### config.mk
export PLATFORM = sky130hd
export DESIGN_NAME = pcm_to_i2s
export DESIGN_NICKNAME = d
export VERILOG_FILES = /design/src/rtl/pcm_to_i2s.sv
export SDC_FILE = /design/constraint.sdc
export NUM_CORES = 1
export LEC_CHECK = 0
export BUFFER_PORTS_ARGS = -buffer_cell sky130_fd_sc_hd__buf_2
export CAP_MARGIN = 15
export CORE_MARGIN = 1
export CORE_UTILIZATION = 40
export DETAILED_ROUTE_END_ITERATION = 8
export SETUP_SLACK_MARGIN = 0.05
export SLEW_MARGIN = 20
export SYNTH_ARGS = -nofsm -noshare
export SYNTH_HDL_FRONTEND = slang
export SYNTH_SLANG_ARGS = --single-unit
### constraint.sdc
create_clock -name clk -period 3.2 [get_ports clk]
set_input_delay 0.32 -clock clk [delete_from_list [all_inputs] [get_ports clk]]
set_output_delay 0.32 -clock clk [all_outputs]
set_load 0.01 [all_outputs]
### src/rtl/pcm_to_i2s.sv
// pcm_to_i2s: serial I2S transmitter.
// Takes left/right PCM pairs through a valid/ready handshake into a single
// holding register, generates sck/ws from clk, and shifts each channel out
// MSB-first, starting one bit after the ws transition.
module pcm_to_i2s #(
    parameter int NUMBER_OF_BITS = 8,
    parameter int SLOT_BITS      = 16,
    parameter int CLK_DIV        = 4
) (
    input  logic                      clk,
    input  logic                      reset,
    input  logic [NUMBER_OF_BITS-1:0] left_in,
    input  logic [NUMBER_OF_BITS-1:0] right_in,
    input  logic                      in_valid,
    output logic                      in_ready,
    output logic                      sck,
    output logic                      ws,
    output logic                      sd,
    output logic                      frame_start,
    output logic                      underrun
);

    localparam int DW = (CLK_DIV > 1) ? $clog2(CLK_DIV) : 1;
    localparam int PW = $clog2(2 * SLOT_BITS);

    localparam logic [DW-1:0] DIV_LAST = DW'(CLK_DIV - 1);
    localparam logic [PW-1:0] P_LAST   = PW'(2 * SLOT_BITS - 1);
    localparam logic [PW-1:0] WS_LO    = PW'(SLOT_BITS - 1);
    localparam logic [PW-1:0] WS_HI    = PW'(2 * SLOT_BITS - 2);
    localparam logic [PW-1:0] L_LO     = PW'(1);
    localparam logic [PW-1:0] L_HI     = PW'(NUMBER_OF_BITS);
    localparam logic [PW-1:0] R_LO     = PW'(SLOT_BITS + 1);
    localparam logic [PW-1:0] R_HI     = PW'(SLOT_BITS + NUMBER_OF_BITS);

    logic [DW-1:0]             div_cnt_q, div_cnt_d;
    logic                      sck_q, sck_d;
    logic [PW-1:0]             p_q, p_d;
    logic                      ws_q, ws_d;
    logic                      sd_q, sd_d;
    logic                      hold_full_q, hold_full_d;
    logic [NUMBER_OF_BITS-1:0] hold_l_q, hold_l_d;
    logic [NUMBER_OF_BITS-1:0] hold_r_q, hold_r_d;
    logic [NUMBER_OF_BITS-1:0] shl_q, shl_d;
    logic [NUMBER_OF_BITS-1:0] shr_q, shr_d;
    logic                      in_ready_q, in_ready_d;
    logic                      frame_start_q, frame_start_d;
    logic                      underrun_q, underrun_d;

    logic          tick;
    logic          tx;
    logic          load;
    logic          accept;
    logic [PW-1:0] p_next;

    assign tick   = (div_cnt_q == DIV_LAST);
    assign tx     = tick && sck_q;
    assign p_next = (p_q == P_LAST) ? '0 : p_q + PW'(1);
    assign load   = tx && (p_q == P_LAST);
    assign accept = in_valid && in_ready_q;

    // Next-state: divider, bit position, serial outputs on the falling sck edge, holding register
    always_comb begin
        div_cnt_d     = tick ? '0 : div_cnt_q + DW'(1);
        sck_d         = tick ? ~sck_q : sck_q;
        p_d           = p_q;
        ws_d          = ws_q;
        sd_d          = sd_q;
        shl_d         = shl_q;
        shr_d         = shr_q;
        hold_full_d   = hold_full_q;
        hold_l_d      = hold_l_q;
        hold_r_d      = hold_r_q;
        frame_start_d = load;
        underrun_d    = load && !hold_full_q;

        if (tx) begin
            p_d  = p_next;
            ws_d = (p_next >= WS_LO) && (p_next <= WS_HI);
            sd_d = 1'b0;
            if (load) begin
                shl_d = hold_full_q ? hold_l_q : '0;
                shr_d = hold_full_q ? hold_r_q : '0;
            end else if ((p_next >= L_LO) && (p_next <= L_HI)) begin
                sd_d  = shl_q[NUMBER_OF_BITS-1];
                shl_d = shl_q << 1;
            end else if ((p_next >= R_LO) && (p_next <= R_HI)) begin
                sd_d  = shr_q[NUMBER_OF_BITS-1];
                shr_d = shr_q << 1;
            end
        end

        if (load && hold_full_q) begin
            hold_full_d = 1'b0;
        end
        if (accept) begin
            hold_full_d = 1'b1;
            hold_l_d    = left_in;
            hold_r_d    = right_in;
        end

        // When a load drains the holding register, ready reopens one cycle after frame_start
        in_ready_d = !hold_full_d && !(load && hold_full_q);
    end

    // State registers with synchronous reset
    always_ff @(posedge clk) begin
        if (reset) begin
            div_cnt_q     <= '0;
            sck_q         <= 1'b0;
            p_q           <= P_LAST;
            ws_q          <= 1'b0;
            sd_q          <= 1'b0;
            hold_full_q   <= 1'b0;
            hold_l_q      <= '0;
            hold_r_q      <= '0;
            shl_q         <= '0;
            shr_q         <= '0;
            in_ready_q    <= 1'b0;
            frame_start_q <= 1'b0;
            underrun_q    <= 1'b0;
        end else begin
            div_cnt_q     <= div_cnt_d;
            sck_q         <= sck_d;
            p_q           <= p_d;
            ws_q          <= ws_d;
            sd_q          <= sd_d;
            hold_full_q   <= hold_full_d;
            hold_l_q      <= hold_l_d;
            hold_r_q      <= hold_r_d;
            shl_q         <= shl_d;
            shr_q         <= shr_d;
            in_ready_q    <= in_ready_d;
            frame_start_q <= frame_start_d;
            underrun_q    <= underrun_d;
        end
    end

    assign in_ready    = in_ready_q;
    assign sck         = sck_q;
    assign ws          = ws_q;
    assign sd          = sd_q;
    assign frame_start = frame_start_q;
    assign underrun    = underrun_q;

endmodule

==> reports/qor.json <==
{
  "global_routing": {
    "grt_first_pass_wirelength_um": 7020,
    "initial_antenna_violation_count": 0,
    "first_global_vias": 1533,
    "globalRoute.totalOverflow": 0,
    "globalRouteTotalUtil": 0.169,
    "grt_max_degree": 47
  },
  "synth": {
    "mappedNetlistNets": 259,
    "synthCells": 236,
    "yosys.area_share.simple": 0.221,
    "number_of_enable_flip_flop_cells_after_synthesis": 0,
    "ys_async_sr_fraction": 0,
    "post_synthesis_compound_gate_area_fraction": 0.209,
    "synth_seq_cells": 46,
    "synth_area_in_xor_xnor": 0.0250,
    "sequential_area_share_after_synthesis": 0.449,
    "syn_area_per_cell_um2": 8.69,
    "synth.lib_cells_used.distinct": 40,
    "yosys_warnings": 0,
    "syn-cell-area_um2": 2050,
    "ys.flop_type": "dfxtp_1",
    "largest_family_of_logic_cells_by_synthesized_area": "simple AND/OR/NAND/NOR gates",
    "synth-adder-area-share": 0.0244,
    "post_synth_mux_area_share": 0.0159
  },
  "route": {
    "final_ant_viol_nets": 0,
    "drt-vias-per-instance": 5.20,
    "total_iterations_of_the_first_detailed_routing_run": 4,
    "num_vias": 1647,
    "drt_first_iter_violations": 80,
    "wire_per_inst_um": 13.0,
    "wl_um": 4130,
    "detail_route.drc_violations": 0
  },
  "worst_setup_path": {
    "reg2reg_setup_slack_ps": 360,
    "critPathTopFamily": "simple AND/OR/NAND/NOR gates",
    "peak_per_stage_delay_on_the_critical_path_ps": 690,
    "crit_chain": "ha_1 > and3_1 > ha_1 > nor2b_1 > mux2i_4 > xnor2_2 > or4b_1 > o211a_1",
    "critPathRequiredTime_ps": 3400,
    "wp_depth": 8,
    "cp-startpoint": "p_q[0]$_SDFFE_PP1P_",
    "timing.critical_path.arrival_ps": 3040,
    "worst_setup_path_end_kind": "flip-flop",
    "timing.critical_path.mode_cell": "ha_1",
    "crit_path_end": "shr_q[4]$_SDFFE_PP0P_",
    "capture_instance_of_the_worst_register_to_register_path": "shr_q[4]$_SDFFE_PP0P_",
    "critical-path-slowest-cell": "or4b_1",
    "setup.worst_path.class": "flip-flop to flip-flop",
    "start_kind": "flip-flop",
    "rr_worst_depth": 8,
    "crit_buf_inv": 0,
    "critPathMaxFanout": 19,
    "regToRegStartpoint": "p_q[0]$_SDFFE_PP1P_"
  },
  "clock_network": {
    "post_cts.repair.setup_buffers": 0,
    "cts_inserted_buffers": 5,
    "clk-insertion-delay-late_ps": 300,
    "clock_tree.root_cell": "clkbuf_8",
    "htreeDepth": 2,
    "cts_buffer_depth": 2,
    "holdBufCountCts": 0,
    "clk_pin_slew_ps": 90,
    "clock_tree_from_tritoncts": "yes",
    "post_cts.resized_instances": 0,
    "clock_sinks": 46
  },
  "sta": {
    "slew_of_the_pin_with_the_lowest_slew_margin_ps": 811,
    "hold_violations": 0,
    "totalNegativeSetupSlack_ps": 0,
    "final_max_slew_viol_count": 0,
    "layout_setup_ws_ps": 362,
    "setup-violations-final": 0,
    "timing.max_slew.rel_slack": 0.459,
    "setup_repair_after_global_routing_missed_its_margin": "no",
    "clock.fmax_mhz": 352,
    "skew_ps": 9.34,
    "final_period_minus_worst_setup_slack_ps": 2840,
    "final.period_utilization": 0.887
  },
  "cells_and_area": {
    "most_common_cell_after_layout_fill_and_taps_aside": "nand2_1",
    "area_delta_synth_final_pct": 10.2,
    "layout_common_cells": "nand2_1, dfxtp_1, a21oi_1, buf_2, nor2_1",
    "drive_above_1_share": 0.180,
    "num-fill-cells": 516,
    "n_antenna_cell": 0,
    "finalInstanceArea_um2": 2260,
    "final-seq-area_um2": 921,
    "area_of_the_multi_input_gates_um2": 1010,
    "nNetsFinal": 272
  },
  "floorplanning": {
    "chipHeight_um": 73.6,
    "floorplan.die_area_um2": 5420,
    "die_w_um": 73.6,
    "number_of_placement_rows": 25,
    "fp.coreArea_um2": 4820,
    "start_util": 0.426,
    "pin_count": 25
  },
  "pwr": {
    "total_leakage_power_nw": 0.883,
    "power.density_nw_per_um2": 494,
    "max-vdd-ir-drop_uv": 285
  },
  "job": {
    "cap_violations": 0
  },
  "place": {
    "gp_congestion": 0.811,
    "post-place-ws_ps": 401,
    "buffer_ports.inserted": 24,
    "dp.final_hpwl_um": 2680,
    "placedInstanceArea_um2": 2150
  },
  "worst_hold_path": {
    "min_path_type": "input pin to flip-flop",
    "hold-path-cell-count": 3
  },
  "status": {
    "status": "finished clean"
  }
}
-- per-layer routing --
| metal | wire (um) | vias to the layer above | track usage |
|---|---|---|---|
| met2 | 1840 | 18 | 0.273 |
| li1 | - | 858 | - |
| met1 | 2140 | 764 | 0.222 |
| met3 | 77 | 7 | 0.0329 |
| met5 | 0 | - | 0 |
| met4 | 66 | 0 | 0.0641 |
-- synth_stat cells (2+ instances only) --
| cell | n | area, um^2 |
|---|---|---|
| a211o_1 | 3 | 26.3 |
| a21oi_1 | 34 | 170 |
| and3_1 | 3 | 18.8 |
| buf_1 | 2 | 7.51 |
| clkbuf_1 | 10 | 37.5 |
| clkbuf_8 | 3 | 41.3 |
| dfxtp_1 | 46 | 921 |
| ha_1 | 4 | 50.1 |
| nand2_1 | 52 | 195 |
| nand3_1 | 2 | 10.0 |
| nor2_1 | 14 | 52.6 |
| nor3_1 | 5 | 25.0 |
| nor3b_1 | 3 | 22.5 |
| o211a_1 | 7 | 70.1 |
| o21ai_0 | 9 | 45.0 |
| o311a_1 | 7 | 70.1 |
| or4_2 | 7 | 61.3 |
| xnor2_1 | 3 | 26.3 |
-- worst min path at each step --
stage,from,end
2_1_floorplan,div_cnt_q[0]$_SDFF_PP0_,div_cnt_q[0]$_SDFF_PP0_
3_3_place_gp,div_cnt_q[0]$_SDFF_PP0_,div_cnt_q[0]$_SDFF_PP0_
3_5_place_dp,div_cnt_q[0]$_SDFF_PP0_,div_cnt_q[0]$_SDFF_PP0_
4_1_cts,right_in[2],hold_r_q[2]$_SDFFE_PP0P_
5_1_grt,right_in[3],hold_r_q[3]$_SDFFE_PP0P_
6_report,right_in[2],hold_r_q[2]$_SDFFE_PP0P_
-- state kept, by name, summed over array words and instances, names as in the netlist --
| name | flops |
|---|---|
| p_q | 5 |
| sd | 1 |
| sck | 1 |
| ws | 1 |
| shl_q | 8 |
| div_cnt_q | 2 |
| shr_q | 8 |
| hold_l_q | 8 |
| hold_r_q | 8 |
| hold_full_q | 1 |
| in_ready | 1 |
| frame_start | 1 |
| underrun | 1 |
-- power breakdown --
part / internal [mW] / switching [mW] / leakage [nW] / total, mW
combinational: 0.0306 / 0.0426 / 0.459 / 0.0732
clock: 0.232 / 0.206 / 0.0504 / 0.439
sequential: 0.590 / 0.0140 / 0.373 / 0.604
-- stage by stage --
step	util	total power, mW	cells	hold slack, ps
6_report	0.469	1.12	317	240
5_1_grt	0.469	1.17	317	236
4_1_cts	0.469	1.13	317	237
3_5_place_dp	0.446	0.692	309	423
3_3_place_gp	0.446	0.691	309	421
2_1_floorplan	-	0.671	236	404
-- cell type report --
cell class / instances / area share
multi-input combinational: 171 / 0.449
timing repair buffer: 25 / 0.0564
clock inverter: 3 / 0.0199
clock buffer: 5 / 0.0304
sequential: 46 / 0.407
tap: 67 / 0.0371
-- worst register-to-register path, delay by kind of cell, from the launching register on --
kind                     cells  cell delay, ps
adder cells (fa/ha/maj)      2             580
multiplexers                 1             190
flip-flops                   1             460
AO/OA/AOI/OAI                1             270
XOR/XNOR                     1             240
AND/OR/NAND/NOR              3            1010
-- cell families after synthesis --
| logic type | Yosys count |
|---|---|
| compound gates | 65 |
| xor+xnor | 5 |
| fa+ha+maj | 4 |
| buf+inv | 19 |
| flops | 46 |
| mux | 2 |
| simple gates | 95 |
No activity file was read; power rests on OpenSTA's default activity.
